## src/rtl/clk_div_pkg.sv

```systemverilog
// ---------------------------------------------------------------------------
// clk_div_pkg
// Shared types and helpers for the programmable clock divider.
//   ch_state_t  : per-channel FSM state (IDLE / RUN / STOP)
//   MIN_DIV     : smallest period a channel can run at
//   SAN_W       : working width of the sanitise helper (CNT_WIDTH must be <= SAN_W)
//   cfg_pair_t  : sanitised {period, high time} pair
//   sanitise()  : clamps a requested period/high-time pair into a legal one
// ---------------------------------------------------------------------------
package clk_div_pkg;

    typedef enum logic [1:0] {
        IDLE = 2'd0,
        RUN  = 2'd1,
        STOP = 2'd2
    } ch_state_t;

    localparam int MIN_DIV = 2;
    localparam int SAN_W   = 32;

    typedef struct packed {
        logic [SAN_W-1:0] p;
        logic [SAN_W-1:0] h;
    } cfg_pair_t;

    // Period is at least MIN_DIV; high time is at least 1 and leaves at
    // least one low cycle, so every period has exactly one rising edge.
    function automatic cfg_pair_t sanitise(input logic [SAN_W-1:0] div,
                                           input logic [SAN_W-1:0] high);
        cfg_pair_t r;
        r.p = (div < SAN_W'(MIN_DIV)) ? SAN_W'(MIN_DIV) : div;
        r.h = (high == '0) ? SAN_W'(1) : high;
        if (r.h > r.p - SAN_W'(1)) begin
            r.h = r.p - SAN_W'(1);
        end
        return r;
    endfunction

endpackage

```

## src/rtl/clk_div_ch.sv

```systemverilog
// ---------------------------------------------------------------------------
// clk_div_ch
// One divider channel: en synchroniser, IDLE/RUN/STOP FSM, period counter,
// active and pending configuration registers.
// Ports:
//   clk, rst_n       : clock, asynchronous active-low reset
//   en               : asynchronous enable (synchronised here)
//   div_cfg/high_cfg : requested period / high time
//   cfg_load         : capture div_cfg/high_cfg into the pending register
//   align            : restart a running channel at cnt=0
//   clk_out, tick    : registered divided clock, rising-edge strobe
//   cfg_pend         : a captured configuration awaits a period boundary
//   state            : current FSM state (debug / running indication)
// Handshake: none; cfg_load and align are single-cycle synchronous strobes
// sampled on the rising edge of clk, with no back-pressure.
// ---------------------------------------------------------------------------
module clk_div_ch
    import clk_div_pkg::*;
#(
    parameter int CNT_WIDTH = 16,
    parameter int RST_DIV   = 20,
    parameter int RST_HIGH  = 10
) (
    input  logic                 clk,
    input  logic                 rst_n,
    input  logic                 en,
    input  logic [CNT_WIDTH-1:0] div_cfg,
    input  logic [CNT_WIDTH-1:0] high_cfg,
    input  logic                 cfg_load,
    input  logic                 align,
    output logic                 clk_out,
    output logic                 tick,
    output logic                 cfg_pend,
    output ch_state_t            state
);

    logic                 en_meta;
    logic                 en_s;
    logic [CNT_WIDTH-1:0] cnt;
    logic [CNT_WIDTH-1:0] act_p;
    logic [CNT_WIDTH-1:0] act_h;
    logic [CNT_WIDTH-1:0] pend_p;
    logic [CNT_WIDTH-1:0] pend_h;

    ch_state_t            state_n;
    logic [CNT_WIDTH-1:0] cnt_n;
    logic [CNT_WIDTH-1:0] cnt_inc;
    logic                 clk_n;
    logic                 tick_n;
    logic                 apply;
    logic                 wrap;

    cfg_pair_t            san;
    logic                 unused_san;

    // Inputs are zero-extended, so the bits above CNT_WIDTH are always zero.
    assign san        = sanitise(SAN_W'(div_cfg), SAN_W'(high_cfg));
    assign unused_san = ^san;

    always_comb begin
        state_n = state;
        cnt_n   = cnt;
        clk_n   = 1'b0;
        tick_n  = 1'b0;
        apply   = 1'b0;
        cnt_inc = cnt + CNT_WIDTH'(1);
        wrap    = (cnt == act_p - CNT_WIDTH'(1));

        unique case (state)
            IDLE: begin
                // Nothing is running, so a pending config can land at once.
                cnt_n = '0;
                apply = cfg_pend;
                if (en_s) begin
                    state_n = RUN;
                    clk_n   = 1'b1;
                    tick_n  = 1'b1;
                end
            end
            RUN, STOP: begin
                if (wrap && !en_s) begin
                    // Period completed with enable gone: park low. An align
                    // on this same edge merges into this wrap.
                    state_n = IDLE;
                    cnt_n   = '0;
                    apply   = cfg_pend;
                end else if (wrap || align) begin
                    // Period boundary (natural or forced): one restart, one tick.
                    state_n = en_s ? RUN : STOP;
                    cnt_n   = '0;
                    clk_n   = 1'b1;
                    tick_n  = 1'b1;
                    apply   = cfg_pend;
                end else begin
                    state_n = en_s ? RUN : STOP;
                    cnt_n   = cnt_inc;
                    clk_n   = (cnt_inc < act_h);
                end
            end
            default: begin
                state_n = IDLE;
                cnt_n   = '0;
            end
        endcase
    end

    always_ff @(posedge clk or negedge rst_n) begin
        if (!rst_n) begin
            en_meta  <= 1'b0;
            en_s     <= 1'b0;
            state    <= IDLE;
            cnt      <= '0;
            clk_out  <= 1'b0;
            tick     <= 1'b0;
            act_p    <= CNT_WIDTH'(RST_DIV);
            act_h    <= CNT_WIDTH'(RST_HIGH);
            pend_p   <= CNT_WIDTH'(RST_DIV);
            pend_h   <= CNT_WIDTH'(RST_HIGH);
            cfg_pend <= 1'b0;
        end else begin
            en_meta <= en;
            en_s    <= en_meta;
            state   <= state_n;
            cnt     <= cnt_n;
            clk_out <= clk_n;
            tick    <= tick_n;
            // apply uses the value pending before this edge, so a cfg_load
            // on a boundary edge waits for the following boundary.
            if (apply) begin
                act_p <= pend_p;
                act_h <= pend_h;
            end
            if (cfg_load) begin
                pend_p <= san.p[CNT_WIDTH-1:0];
                pend_h <= san.h[CNT_WIDTH-1:0];
            end
            cfg_pend <= cfg_load | (cfg_pend & ~apply);
        end
    end

endmodule

```

## src/rtl/clk_div_prog.sv

```systemverilog
// ---------------------------------------------------------------------------
// clk_div_prog
// Multi-channel runtime-programmable glitch-free clock divider.
// Ports:
//   clk, rst_n : system clock, asynchronous active-low reset
//   en         : per-channel enable (asynchronous)
//   div_cfg    : per-channel period, channel i at [i*CNT_WIDTH +: CNT_WIDTH]
//   high_cfg   : per-channel high time, same packing
//   cfg_load   : per-channel capture strobe for div_cfg/high_cfg
//   align      : restart every running channel at cnt=0
//   clk_out    : divided clocks (registered)
//   tick       : one-cycle strobe with each clk_out rising edge
//   cfg_pend   : configuration captured but not yet applied
//   running    : channel is in RUN or STOP
// ---------------------------------------------------------------------------
module clk_div_prog
    import clk_div_pkg::*;
#(
    parameter int NUM_CH    = 2,
    parameter int CNT_WIDTH = 16,
    parameter int RST_DIV   = 20,
    parameter int RST_HIGH  = 10
) (
    input  logic                        clk,
    input  logic                        rst_n,
    input  logic [NUM_CH-1:0]           en,
    input  logic [NUM_CH*CNT_WIDTH-1:0] div_cfg,
    input  logic [NUM_CH*CNT_WIDTH-1:0] high_cfg,
    input  logic [NUM_CH-1:0]           cfg_load,
    input  logic                        align,
    output logic [NUM_CH-1:0]           clk_out,
    output logic [NUM_CH-1:0]           tick,
    output logic [NUM_CH-1:0]           cfg_pend,
    output logic [NUM_CH-1:0]           running
);

    ch_state_t ch_state [NUM_CH];

    for (genvar i = 0; i < NUM_CH; i++) begin : g_ch
        clk_div_ch #(
            .CNT_WIDTH (CNT_WIDTH),
            .RST_DIV   (RST_DIV),
            .RST_HIGH  (RST_HIGH)
        ) u_ch (
            .clk      (clk),
            .rst_n    (rst_n),
            .en       (en[i]),
            .div_cfg  (div_cfg[i*CNT_WIDTH +: CNT_WIDTH]),
            .high_cfg (high_cfg[i*CNT_WIDTH +: CNT_WIDTH]),
            .cfg_load (cfg_load[i]),
            .align    (align),
            .clk_out  (clk_out[i]),
            .tick     (tick[i]),
            .cfg_pend (cfg_pend[i]),
            .state    (ch_state[i])
        );

        assign running[i] = (ch_state[i] != IDLE);
    end

endmodule

```

## config.mk

```make
export PLATFORM = sky130hd
export DESIGN_NAME = clk_div_prog
export DESIGN_NICKNAME = d
export VERILOG_FILES = /design/src/rtl/clk_div_pkg.sv /design/src/rtl/clk_div_ch.sv /design/src/rtl/clk_div_prog.sv
export SDC_FILE = /design/constraint.sdc
export NUM_CORES = 1
export LEC_CHECK = 0
export BUFFER_PORTS_ARGS = -buffer_cell sky130_fd_sc_hd__buf_2
export CORE_MARGIN = 3
export CORE_UTILIZATION = 45
export CTS_BUF_LIST = sky130_fd_sc_hd__clkbuf_8
export CTS_CLUSTER_DIAMETER = 50
export CTS_CLUSTER_SIZE = 10
export DETAILED_ROUTE_END_ITERATION = 8
export PLACE_DENSITY_LB_ADDON = 0.12
export SLEW_MARGIN = 20
export SYNTH_ARGS = -nofsm -noshare
export SYNTH_HDL_FRONTEND = slang
export SYNTH_HIERARCHICAL = 1
export SYNTH_SLANG_ARGS = --single-unit
```

## constraint.sdc

```tcl
create_clock -name clk -period 4 [get_ports clk]
set_input_delay 0.6 -clock clk [delete_from_list [all_inputs] [get_ports clk]]
set_output_delay 0.6 -clock clk [all_outputs]
set_load 0.005 [all_outputs]
```

[Word level (Yosys, flattened, before mapping)]
Index checks and enable logic that the tools add are counted.
Operators by class
  add/sub/neg operators: 6
  $lt $le $gt $ge: 6
  eq/ne operators: 8
  muxes and demuxes: 40
  bitwise gates (word level): 6
  reduce and logical (&&, ||, !) cells: 14
Operators by type and width (number)
  $mux W16: 12
  $gt A16 B32 Y1: 2
  $sub A16 B1 Y17 const B: 2
  $add A16 B1 Y16 const B: 2
  $eq A16 B16 Y1: 2
  $logic_not A16 Y1: 2
  $lt A16 B16 Y1: 2
  $lt A16 B2 Y1 const B: 2
  $sub A16 B1 Y16 const B: 2
  $mux W1: 14
  $mux W2: 6
  $pmux W1 S2: 6
  $pmux W2 S2: 2
  $eq A2 B1 Y1 const B: 2
  $eq A2 B2 Y1 const B: 2
  $logic_not A2 Y1: 2
  $ne A2 B1 Y1 const B: 2
  $reduce_bool A2 Y1: 2
  $reduce_or A2 Y1: 2
  $and A1 B1 Y1: 2
  $logic_and A1 B1 Y1: 2
  $logic_not A1 Y1: 2
  $logic_or A1 B1 Y1: 2
  $not A1 Y1: 2
  $or A1 B1 Y1: 2
Storage, ports and cells
  flip-flop bits (word level): 174
  bits of input ports: 71
  output and inout bits: 8
  word-level logic and storage cells: 102

[Logic depth before layout (Yosys ltp)]
Gate-level depths: netlist of run 1.
  word-level depth: 9
  depth in mapped cells: 19
  mapped depth without buffers: 17

[Hierarchy]
Netlist of run 1, hierarchy kept.
Modules (own cells, without submodules)
  clk_div_ch (g_ch[1].u_ch): instances 1, cells an instance 534, area an instance 5479.0 um^2, sequential area each 2187.1 um^2
  clk_div_ch (g_ch[0].u_ch): instances 1, cells an instance 510, area an instance 5450.2 um^2, sequential area each 2187.1 um^2
  clk_div_prog: instances 1, cells an instance 2, area an instance 12.5 um^2, sequential area each 0.0 um^2

[Least setup slack after synthesis of run 1]
No wires, ideal clock.
  kind: input to register
  start: in div_cfg[5]
  end: reg g_ch[0].u_ch.pend_h[14]
  setup time: 0.125 ns
  arrival: 4.584 ns
  data required time: 3.875 ns
  slack: -0.709 ns
  stages on the path: 19
  buffers on the path: 2
  cells stage by stage: or4_1 > nor4_1 > nand3_1 > o21a_1 > inv_1 > ha_1 > nand2_1 > nor4_1 > xnor2_1 > ha_1 > a21o_1 > a21o_1 > a21oi_1 > nand2_1 > o311ai_0 > buf_2 > buf_2 > mux2i_1 > mux2_2
On the way
  longest elaborated chain between the ends: 5
RTL lines
  start, declared: line clk_div_prog.sv:27  | input logic [NUM_CH*CNT_WIDTH-1:0] div_cfg,
  $lt A16 B2 Y1: line clk_div_pkg.sv:31  | r.p = (div < SAN_W'(MIN_DIV)) ? SAN_W'(MIN_DIV) : div;
  $mux W16 (*): line clk_div_pkg.sv:31
  $sub A16 B1 Y17 (*): line clk_div_pkg.sv:33  | if (r.h > r.p - SAN_W'(1)) begin
  $gt A16 B32 Y1: line clk_div_pkg.sv:33
  $mux W16 (*): line clk_div_pkg.sv:33
  end signal, assigned: line clk_div_ch.sv:118  | pend_h <= CNT_WIDTH'(RST_HIGH);
  end signal, assigned: line clk_div_ch.sv:135  | pend_h <= san.h[CNT_WIDTH-1:0];
  end, declared: line clk_div_ch.sv:43  | logic [CNT_WIDTH-1:0] pend_h;
Every way passes the cells marked *; elsewhere a longest branch is shown, timed or not.
A chain may end at the register's enable or synchronous reset.

[Worst setup path in the final report of run 1]
  start: in div_cfg[7]
  end: reg g_ch[0].u_ch.pend_h[14]
The elaborated chain is that of the path after synthesis.

==> summary.md, run 1 <==
| Metric | Value |
|---|---|
| Synthesized area per cell | `10.46 um2` |
| EDFF count, synth | `0` |
| Pwr Density | `about 540 nW/um2` |
| Cell variety after synth | `66` |
| Residual DRC count | `0` |
| Final period util | `between 90% and 100%` |
| Max Transition Viols Final | `0` |
| CTS buffer count | `17` |
| Fin Setup TNS | `0 ns` |
| Top-area cell type share of the netlist area | `~36%` |
| Worst vdd ir | `between 0.0003 and 0.0004 V` |
| Port Buffer Count | `between 70 and 80` |
| Crit end category | `flip-flop` |
| Register bit total from synthesis | `174` |
| Tot Pwr | `slightly below 7 mW` |
| Adder-cell share of the synthesized area | `8.233%` |
| Pin slew with the least headroom to its limit | `a little over 0.9 ns` |
| Setup Skew | `0.01484 ns` |
| Worst-path clk slew | `roughly 0.10 ns` |
| Clk buf depth | `2` |
| IO Count | `79` |
| Place WS | `-0.3987 ns` |
| WL/cell | `about 17 um` |
| Top cells by area in the synthesized netlist | `dfrtp_1 (36%), mux2_2 (9.2%), ha_1 (8.2%)` |
| Die area | `between 20000 and 30000 um2` |
| All-Layer GR Usage | `19.89%` |
| Final net count | `1300` |
| CP Launch Type | `input pin` |
| Syn_nets | `around 1200` |
| Vias per cell | `about 5.3` |
| Main synth FF type | `dfrtp_1` |
| Placed cell areas | `between 10000 and 15000 um2` |
| Post-detail-place hpwl | `roughly 19000 um` |
| Final worst slack | `0.02393 ns` |
| Routed WL | `roughly 25000 um` |
| Main combinational cell family by area after synthesis | `multiplexers` |
| Leak Pwr | `between 5 and 6 nW` |
| CP Class | `in2reg` |
| Final setup violation count | `0` |
| Area grow syn2layout | `15.71%` |
| Worst Setup SP | `div_cfg[7]` |
| Root buf cell | `clkbuf_8` |
| ANT nets after route | `0` |
| Ys Warns | `6` |
| Min Tclk post-route | `slightly below 4 ns` |
| Sw power | `approximately 2.5 mW` |
| Sequential share of the synthesized area | `around two fifths` |
| XOR/XNOR Fraction of Synth Area | `slightly above 7%` |
| Fillers | `about 2200` |
| FF-to-FF Start | `g_ch[1].u_ch/act_p[5]$_DFFE_PN0P_` |
| Worst EP arrival | `around 4.3 ns` |
| Fmax | `251.5 MHz` |
| Cell Int Power | `approximately 4.3 mW` |
| Reg2reg path depth | `8` |
| Hold-fix buffers, CTS | `0` |
| Complex-gate fraction of the synthesized area | `about 7.7%` |
| Hold_ws | `~0.14 ns` |
| Clock Latency Late Sink | `approximately 0.46 ns` |
| Critical Path RT | `around 4.4 ns` |
| Sequential power share | `41.1%` |
| CTS tree | `done` |
| First DRT Iteration DRCs | `roughly 470` |
| Maximum number of pins on one net before global-route repair | `71` |
| Initial Util | `46.20%` |
| Async SR Flop Fraction | `100.0%` |
| R2r endpoint | `g_ch[1].u_ch/act_p[9]$_DFFE_PN0P_` |
| Share of cells above drive strength 1 | `31.03%` |
| Reg2Reg Setup Slack | `about 0.38 ns` |
| Sw frac | `about 37%` |
| CTS Sinks | `around 170` |
| Outcome | `finished, final reports clean` |
| Hold WC Path Type | `in2async` |
| Largest area contributor in the netlist | `dfrtp_1` |
| Die height | `161.9 um` |
| Fin. Hold Viols | `0` |
| Headroom to the max-slew limit | `38.31%` |
| Vias in the first global route | `7710` |
| Crit path max fanout | `4` |
| Core area | `23680 um2` |
| Maxcap violations | `0` |
| Setup crit end | `g_ch[0].u_ch/pend_h[14]$_DFFE_PN0P_` |
| Post-synthesis mux area share | `between 10% and 20%` |
| GP Congestion | `0.8675` |
| Row count | `between 50 and 60` |
| Cell count after synthesis | `around 1000` |
| CTS H-tree lvls | `4` |
| Post-synthesis simple-gate area fraction | `around 15%` |
| Die Wd | `around 160 um` |
| First-pass GRT wire length | `between 40000 and 50000 um` |
| Finished Cell Area | `12660 um2` |
| Clock power share | `between 10% and 20%` |
| Pre-antenna DRT Iters | `5` |
| Combinational power share | `around 43%` |
| Netlist Area Pre-Place | `about 11000 um2` |
| Vias | `7875` |
| Total gr overflow | `0` |
| Ant diodes | `0` |
| Initial antenna violation count | `0` |
[Yosys cell counts, drive strengths merged (2+ instances only)]
library cell	number
a211oi	3
xor2	32
o211ai	6
a41oi	2
mux2	124
xnor2	57
a32oi	2
o21ai	24
a31o	2
dfrtp	158
a31oi	9
nor3	27
mux2i	32
buf	16
a21oi	25
nor4b	5
dfstp	16
o31a	2
nand2	37
nand3b	2
nand2b	12
nand4	24
o41ai	2
o311ai	3
o21a	8
clkbuf	46
and3	5
ha	72
nor2	47
or2	8
or4	13
o31ai	5
nor2b	37
or3	8
a21o	20
nand3	26
and4	3
and2	2
inv	78
nor3b	5
nor4	26
[per-layer routing]
layer / track usage (%) / wire length (um)
met1: 32.89 / 14000
met3: 2.780 / 716
met4: 4.808 / 291
met5: 0 / 0
met2: 26.94 / 10340
[final cells by class]
cell class	count	area, um2	share of cell area (%)
well taps	319	399.1	3.152
flip-flops and latches	174	4374	34.55
clock inverters	13	92.59	0.7313
multi-input cells	732	6181	48.82
clock buffers	19	261.5	2.065
repair buffers	154	1060	8.370
inverters	78	292.8	2.312
[cell families after synthesis]
group / count (synthesis)
adder cells (fa/ha/maj): 72
multiplexers: 156
buffers and inverters: 140
AND/OR/NAND/NOR: 291
AO/OA/AOI/OAI: 124
XOR/XNOR: 89
flip-flops: 174
[flip-flops by register name, summed over array words and instances, names as in the netlist, 4 cells and up]
register,count
g_ch.u_ch/act_h,32
g_ch.u_ch/cnt,32
g_ch.u_ch/pend_p,32
g_ch.u_ch/pend_h,32
g_ch.u_ch/act_p,32
g_ch.u_ch/state,4
[worst min-delay path by stage]
stage,start,to,slack [ns],cells past startpoint
3_5_place_dp,g_ch[1].u_ch/en_meta$_DFF_PN0_,g_ch[1].u_ch/en_s$_DFF_PN0_,0.34,0
4_1_cts,rst_n,g_ch[1].u_ch/pend_p[14]$_DFFE_PN0P_,0.15,1
5_1_grt,rst_n,g_ch[1].u_ch/act_p[0]$_DFFE_PN0P_,0.18,1
2_1_floorplan,rst_n,g_ch[0].u_ch/act_h[0]$_DFFE_PN0P_,0.30,0
6_report,rst_n,g_ch[1].u_ch/pend_p[14]$_DFFE_PN0P_,0.14,1
3_3_place_gp,g_ch[1].u_ch/en_meta$_DFF_PN0_,g_ch[1].u_ch/en_s$_DFF_PN0_,0.33,0
[critical path: stages]
cell       delay [ns]
buf_2            0.10
or4_4            0.55
buf_4            0.18
or4_4            0.41
o21ai_2          0.15
buf_6            0.13
nor2_1           0.06
xnor2_2          0.20
ha_1             0.28
a21o_1           0.18
a21o_1           0.15
a21oi_1          0.12
nand2_1          0.10
o311ai_4         0.51
clkbuf_16        0.25
mux2i_1          0.08
mux2_4           0.27
[power groups by stage]
stage | Clock (mW) | Sequential (mW) | Combinational [mW]
2_1_floorplan | 0 | 2.61 | 2.36
3_3_place_gp | 0 | 2.82 | 2.83
3_5_place_dp | 0 | 2.84 | 2.88
4_1_cts | 1.16 | 2.80 | 2.90
5_1_grt | 1.24 | 2.89 | 3.23
6_report | 1.11 | 2.80 | 2.90
[repair_timing]
item                       4_1_cts  5_1_grt
setup buffers                    0        2
setup endpoints to repair        0       28
gates resized for setup          0       18
[through the flow]
step,std cells,utilization [%]
2_1_floorplan,1046,-
3_3_place_gp,1452,51.26
3_5_place_dp,1452,51.26
4_1_cts,1484,52.76
5_1_grt,1489,53.46
6_report,1489,53.46
[layout by cell type, fill, tap and decap left out, types with 19 or more instances in the layout]
cell | netlist | layout
a21o_1 | 20 | 20
clkbuf_8 | 0 | 19
nand2_1 | 37 | 36
dfrtp_1 | 158 | 158
o21ai_0 | 23 | 21
mux2_4 | 30 | 32
buf_2 | 7 | 77
nand3_1 | 26 | 24
xor2_1 | 32 | 31
buf_4 | 0 | 68
inv_1 | 78 | 80
nor2_1 | 47 | 46
nor3_1 | 25 | 21
nand4_1 | 24 | 24
ha_1 | 72 | 69
nor4_1 | 25 | 22
a21oi_1 | 25 | 24
nor2b_1 | 37 | 37
xnor2_1 | 57 | 55
mux2i_1 | 32 | 31
mux2_2 | 89 | 87
(Power assumes the default switching activity.)
==> inputs of run 2 (changes only) <==
ABC_AREA = 1   (was not set)
CORE_MARGIN = not set   (was 3)
CORE_UTILIZATION = 50   (was 45)
==> summary.md, run 2 <==
| Metric | Value |
|---|---|
| All-Layer GR Usage | `23.14% (+3.2 points)` |
| Placed cell areas | `11900 um2 (-2.0%)` |
| Clock power share | `17.2% (+0.9 points)` |
| Root buf cell | `clkbuf_8` |
| Syn_nets | `1721 (+45%)` |
| GP Congestion | `0.9097 (+4.9%)` |
| Critical Path RT | `4.40 ns (+0.05 ns)` |
| Combinational power share | `44.6% (+2.0 points)` |
| Maxcap violations | `0 (unchanged)` |
| Port Buffer Count | `78 (unchanged)` |
| Row count | `54 (-3.6%)` |
| CTS H-tree lvls | `4 (unchanged)` |
| CP max stage delay | `0.30 ns (-0.25 ns)` |
| Die area | `23250 um2 (-11%)` |
| Core area | `22030 um2 (-7.0%)` |
| Synthesized area per cell | `7.175 um2 (-31%)` |
| Vias | `9561 (+21%)` |
| Die Wd | `152.5 um (-5.8%)` |
| Async SR Flop Fraction | `100.0% (unchanged)` |
| Cell variety after synth | `37 (-44%)` |
| Min Tclk post-route | `3.458 ns (-0.5181 ns)` |
| Commonest cells in the netlist | `nand2_1 (539), inv_1 (171), dfrtp_1 (158), nor2_1 (145), nand3_1 (127)` |
| Final period util | `86.45% (-13 points)` |
| Maximum number of pins on one net before global-route repair | `89 (+25%)` |
| Pre-antenna DRT Iters | `9 (+4)` |
| Sequential power share | `38.2% (-2.9 points)` |
| Most frequent CP cell | `nand2_1` |
| Leak Pwr | `6.608 nW (+13%)` |
| CP delay by family, top | `simple AND/OR/NAND/NOR gates` |
| Fin. Hold Viols | `0 (unchanged)` |
| Register bit total from synthesis | `174 (unchanged)` |
| Sw power | `3.122 mW (+24%)` |
| Most common cell after layout, fill and taps aside | `nand2_1` |
| Worst EP arrival | `3.86 ns (-0.47 ns)` |
| Largest area contributor in the netlist | `dfrtp_1` |
| Total gr overflow | `0 (unchanged)` |
| Crit path max fanout | `14 (+10)` |
| RSZ-0062 raised after global routing | `false` |
| Die height | `152.5 um (-5.8%)` |
| CP Class | `in2reg` |
| Fin Setup TNS | `0 ns (unchanged)` |
| Area grow syn2layout | `8.487%` |
| Final net count | `1767 (+36%)` |
| Crit path cell chain | `buf_2, nor2_1, nand2_1, nor2_1, nand4_1, nand2_1, ha_1, and2_1, nand2_1, inv_1, nand3_1, nor3_1, xor2_1, ha_1, nand4_1, nor3_2, o21ai_0, nand3_1, nand3_1, buf_4, o21ai_0, nand2_1, nand2_1` |
| First DRT Iteration DRCs | `500 (+5.5%)` |
| WL/cell | `13.18 um (-23%)` |
| Routed WL | `25260 um (-0.34%)` |
| Critical Path Slowest Stage Cell | `ha_1` |
| Worst vdd ir | `0.0002401 V (-21%)` |
| Setup Skew | `0.01578 ns (+0.0009323 ns)` |
| Cell count after synthesis | `1578 (+51%)` |
| Count leader, synth | `nand2_1` |
| CP Launch Type | `input pin` |
| Hold-fix buffers, CTS | `0 (unchanged)` |
| Clock Latency Late Sink | `0.46 ns (about the same)` |
| EDFF count, synth | `0 (unchanged)` |
| ANT nets after route | `0 (unchanged)` |
| Residual DRC count | `1 (+1)` |
| Crit end category | `flip-flop` |
| CTS tree | `done` |
| Final setup violation count | `0 (unchanged)` |
| Fmax | `289.2 MHz (+15%)` |
| Worst Path Buf+Inv | `3 (-1)` |
| Pin slew with the least headroom to its limit | `0.8172 ns (-0.1082 ns)` |
| Netlist Area Pre-Place | `11320 um2 (+3.5%)` |
| Sequential share of the synthesized area | `38.63% (-1.3 points)` |
| First-pass GRT wire length | `43820 um (+5.4%)` |
| FF-to-FF Start | `g_ch[1].u_ch/cnt[0]$_DFF_PN0_` |
| Clk buf depth | `2 (unchanged)` |
| Share of cells above drive strength 1 | `10.69% (-20 points)` |
| Failing checks | `DRC` |
| Top-area cell type share of the netlist area | `34.92% (-1.2 points)` |
| CTS Sinks | `174 (unchanged)` |
| Pwr Density | `567.0 nW/um2 (+5.3%)` |
| CTS buffer count | `17 (unchanged)` |
| Outcome | `finished, violations left` |
| Cell Int Power | `3.843 mW (-11%)` |
| Reg2Reg Setup Slack | `0.62 ns (+0.24 ns)` |
| Worst-path clk slew | `0.09 ns (about the same)` |
| Top cells by area in the synthesized netlist | `dfrtp_1 (35%), nand2_1 (18%), ha_1 (8.0%)` |
| Max Transition Viols Final | `0 (unchanged)` |
| Main synth FF type | `dfrtp_1` |
| Most frequent cells in the layout | `nand2_1 (539), inv_1 (172), dfrtp_1 (158)` |
| Initial antenna violation count | `0 (unchanged)` |
| R2r endpoint | `g_ch[1].u_ch/clk_out$_DFF_PN0_` |
| Headroom to the max-slew limit | `45.52% (+7.2 points)` |
| Vias per cell | `4.987 (-5.7%)` |
| IO Count | `79 (unchanged)` |
| Hold WC Path Type | `in2async` |
| Ant diodes | `0 (unchanged)` |
| Sw frac | `44.82% (+7.8 points)` |
| Post-CTS Repair Setup Buffers | `0 (unchanged)` |
| Finished Cell Area | `12280 um2 (-3.0%)` |
| Post-detail-place hpwl | `19550 um (+0.32%)` |
| Initial Util | `51.40% (+5.2 points)` |
| Reg2reg path depth | `21 (+13)` |
| Ys Warns | `6 (unchanged)` |
| Vias in the first global route | `9018 (+17%)` |
## run 2: cell count changes in the layout (fill, tap and decap cells not counted), moves of 36 or more
cell / previous run / this run
o21ai_0: 21 / 63
mux2_2: 87 / 0
nor2_1: 46 / 143
nand2_1: 36 / 539
inv_1: 80 / 172
xnor2_1: 55 / 19
buf_4: 68 / 14
nand3_1: 24 / 127
nor2b_1: 37 / 0
## run 2: power by group through the flow
stage	Sequential (mW)	Combinational [mW]	Clock, mW
3_3_place_gp	2.68	3.06	0
2_1_floorplan	2.54	2.60	0
5_1_grt	2.72	3.66	1.30
6_report	2.66	3.11	1.20
4_1_cts	2.65	3.14	1.23
3_5_place_dp	2.69	3.13	0
## run 2: worst register-to-register path: stages, from the launching register on
cell and delay (ns):
dfrtp_1 0.44, ha_1 0.21, nand2_1 0.06, inv_1 0.09, nand2_1 0.09, nor3_1 0.29, nand3_1 0.18, nor2_1 0.17
nand3_1 0.14, nor2_1 0.14, xor2_1 0.22, inv_1 0.08, ha_1 0.27, nand2_1 0.06, inv_1 0.05, nand3_1 0.06
inv_1 0.08, nand2_1 0.05, o21ai_0 0.32, nand3_1 0.12, nand3_1 0.08, a21oi_1 0.06
## run 2: logic make-up after synthesis
family / share of synthesized area [%]
AOI/OAI and AO/OA: 5.625
buffers and inverters: 8.675
and+or+nand+nor: 33.31
DFF: 38.63
xor gates and xnor gates: 5.802
adders and majority gates: 7.957
## run 2: worst max path at each step
stage	startpoint	depth (start not counted)	end	slack (ns)
6_report	div_cfg[24]	23	g_ch[1].u_ch/pend_h[2]$_DFFE_PN0P_	0.54
5_1_grt	div_cfg[24]	23	g_ch[1].u_ch/pend_h[3]$_DFFE_PN1P_	0.09
4_1_cts	div_cfg[24]	23	g_ch[1].u_ch/pend_h[2]$_DFFE_PN0P_	0.53
3_5_place_dp	div_cfg[24]	23	g_ch[1].u_ch/pend_h[2]$_DFFE_PN0P_	0.05
3_3_place_gp	div_cfg[5]	25	g_ch[0].u_ch/pend_h[6]$_DFFE_PN0P_	0.18
2_1_floorplan	div_cfg[4]	24	g_ch[0].u_ch/pend_h[13]$_DFFE_PN0P_	0.35
## run 2: layer usage
metal | vias up | global-route usage [%] | share of wire, %
met5 | - | 0 | 0
met4 | 0 | 4.906 | 1.0
met3 | 21 | 3.242 | 3.0
met2 | 170 | 33.07 | 40
met1 | 4308 | 36.74 | 56
li1 | 5062 | - | -
## run 2: layout make-up
cell class                 instances  area, um2
inverter                         176      660.6
tap                              280      350.3
clock inverter                    14      132.6
fill                            2208       9743
clock buffer                      18      247.7
multi-input combinational       1161       5976
sequential                       174       4374
timing repair buffer              94      541.8
## run 2: what timing repair did
action,CTS,global route
endpoints found under the hold margin,0,0
endpoints found under the setup margin,0,1
resized for setup,0,1
## run 2: stage by stage
step	cells	util, %	hold WS [ns]	worst slack [ns]	total power, mW
after floorplan	1578	-	0.3044	0.3499	5.148
after global placement	1885	54.02	0.3381	0.1809	5.741
after detailed placement	1885	54.02	0.3456	0.04621	5.817
after CTS	1917	55.74	0.2280	0.5266	7.022
after global routing	1917	55.77	0.2170	0.08875	7.683
final	1917	55.77	0.1755	0.5421	6.965
==> inputs of run 3 (changes only) <==
BUFFER_PORTS_ARGS = not set   (was -buffer_cell sky130_fd_sc_hd__buf_2)
DONT_BUFFER_PORTS = 1   (was not set)
==> summary.md, run 3 (synthesis results as in run 2) <==
| Metric | Value |
|---|---|
| Outcome | `finished, violations left` |
| Place WS | `0.1059 ns (+0.05969 ns)` |
| Pin slew with the least headroom to its limit | `0.7107 ns (-0.1066 ns)` |
| CP Launch Type | `input pin` |
| Area grow syn2layout | `4.609%` |
| Residual DRC count | `1 (unchanged)` |
| Initial antenna violation count | `0 (unchanged)` |
| RSZ-0062 raised after global routing | `false` |
| Worst-path clk slew | `0.10 ns (about the same)` |
| Routed WL | `25070 um (-0.75%)` |
| First DRT Iteration DRCs | `583 (+17%)` |
| Final net count | `1681 (-4.9%)` |
| Worst Path Buf+Inv | `2 (-1)` |
| Fin Setup TNS | `0 ns (unchanged)` |
| Die height | `152.5 um (unchanged)` |
| Final setup violation count | `0 (unchanged)` |
| Max Transition Viols Final | `0 (unchanged)` |
| Tot Pwr | `6.967 mW (about the same)` |
| Crit end category | `flip-flop` |
| CP delay by family, top | `simple AND/OR/NAND/NOR gates` |
| Critical Path RT | `4.41 ns (about the same)` |
| Core area | `22030 um2 (unchanged)` |
| Most common cell after layout, fill and taps aside | `nand2_1` |
| Crit path cell chain | `nor2_1, nand2_1, nor2_1, nand4_1, nand2_1, ha_1, nand2_1, nor2_1, nand2_1, nor3_1, nand3_1, xnor2_1, inv_1, ha_1, nand4_1, nor3_1, nand2_1, nand3_1, nand3_1, buf_4, a21oi_1, o21ai_0, nand2_1` |
| Maxcap violations | `0 (unchanged)` |
| Min Tclk post-route | `3.495 ns (+0.03665 ns)` |
| Clk buf depth | `2 (unchanged)` |
| CP Class | `in2reg` |
| First-pass GRT wire length | `42970 um (-1.9%)` |
| Fin. Hold Viols | `158 (+158)` |
| CTS Sinks | `174 (unchanged)` |
| Leak Pwr | `6.276 nW (-5.0%)` |
| Crit path max fanout | `30 (+16)` |
| Pre-antenna DRT Iters | `9 (unchanged)` |
| ANT nets after route | `0 (unchanged)` |
| Failing checks | `DRC, hold timing` |
| Root buf cell | `clkbuf_8` |
| Most frequent CP cell | `nand2_1` |
| Hold_ws | `-0.1716 ns (-0.3471 ns)` |
| Pwr Density | `588.2 nW/um2 (+3.7%)` |
| # resized after CTS | `0 (unchanged)` |
| Most frequent cells in the layout | `nand2_1 (539), inv_1 (171), dfrtp_1 (158)` |
| CTS H-tree lvls | `4 (unchanged)` |
| Row count | `54 (unchanged)` |
| Register Area | `4374 um2 (unchanged)` |
| Placed cell areas | `11420 um2 (-4.0%)` |
| Fmax | `286.2 MHz (-1.0%)` |
| Final period util | `87.36% (+0.92 points)` |
| Final non-filler cell total | `1831 (-4.5%)` |
| All-Layer GR Usage | `22.77% (-0.37 points)` |
| Vias per cell | `5.062 (+1.5%)` |
| Dpl cells | `1799 (-4.6%)` |
| Initial Util | `51.40% (unchanged)` |
| GP Congestion | `0.9051 (-0.51%)` |
| Critical Path Slowest Stage Cell | `nor3_1` |
| Post-layout util | `53.77% (-2.0 points)` |
| Multi-input logic area | `5971 um2 (about the same)` |
| CTS tree | `done` |
| Finished Cell Area | `11840 um2 (-3.6%)` |
| IO Count | `79 (unchanged)` |
| Final worst slack | `0.5054 ns (-0.03665 ns)` |
| Die Wd | `152.5 um (unchanged)` |
| Post-CTS Repair Setup Buffers | `0 (unchanged)` |
| Worst vdd ir | `0.0002735 V (+14%)` |
| Clock Latency Late Sink | `0.47 ns (about the same)` |
| Fillers | `2223 (+0.68%)` |
| Port Buffer Count | `0 (-100%)` |
| Hold WC Path Type | `in2async` |
| WL/cell | `13.69 um (+3.9%)` |
| Headroom to the max-slew limit | `52.49% (+7.0 points)` |
| Setup Skew | `0.01810 ns (+0.002323 ns)` |
| CTS buffer count | `17 (unchanged)` |
| Maximum number of pins on one net before global-route repair | `175 (+97%)` |
| Ant diodes | `0 (unchanged)` |
| Die area | `23250 um2 (unchanged)` |
| CP max stage delay | `0.33 ns (+0.03 ns)` |
| Post-detail-place hpwl | `19200 um (-1.8%)` |
| Share of cells above drive strength 1 | `5.803% (-4.9 points)` |
| Worst EP arrival | `3.91 ns (+0.05 ns)` |
| Vias | `9268 (-3.1%)` |
| Total gr overflow | `0 (unchanged)` |
| Vias in the first global route | `8882 (-1.5%)` |
-- run 3: per-layer routing --
layer  vias to the layer above  routed length [um]  track usage, %
met5                         -                   0               0
met4                         0                 256           5.051
met3                        20                1208           4.494
met2                       185                9859           32.32
met1                      4178               13750           35.38
li1                       4885                   -               -
-- run 3: area by class of cell --
| class | instances | share of cell area, % |
|---|---|---|
| multi-input combinational | 1161 | 50.41 |
| clock inverter | 14 | 1.521 |
| clock buffer | 18 | 2.092 |
| sequential | 174 | 36.93 |
| tap | 280 | 2.958 |
| timing repair buffer | 8 | 0.5071 |
| inverter | 176 | 5.578 |
-- run 3: path summary, 6_finish.rpt --
check | startpoint | to | slack [ns] | cells past startpoint
worst max register to register | g_ch[1].u_ch/cnt[0]$_DFF_PN0_ | g_ch[1].u_ch/clk_out$_DFF_PN0_ | 0.75 | 21
worst min register to register | g_ch[1].u_ch/en_meta$_DFF_PN0_ | g_ch[1].u_ch/en_s$_DFF_PN0_ | 0.36 | 0
worst min-delay path | rst_n | g_ch[0].u_ch/cnt[3]$_DFF_PN0_ | -0.17 | 0
worst max-delay path | div_cfg[10] | g_ch[0].u_ch/pend_h[0]$_DFFE_PN0P_ | 0.51 | 23
max in group asynchronous | rst_n | g_ch[1].u_ch/act_p[4]$_DFFE_PN1P_ | 3.87 | 0
min in group clk | en[0] | g_ch[0].u_ch/en_meta$_DFF_PN0_ | 0.15 | 0
-- run 3: power by group --
group	switching (mW)	internal (mW)
sequential	0.432	2.24
clock	0.713	0.607
combinational	1.96	1.02
total	3.10	3.87
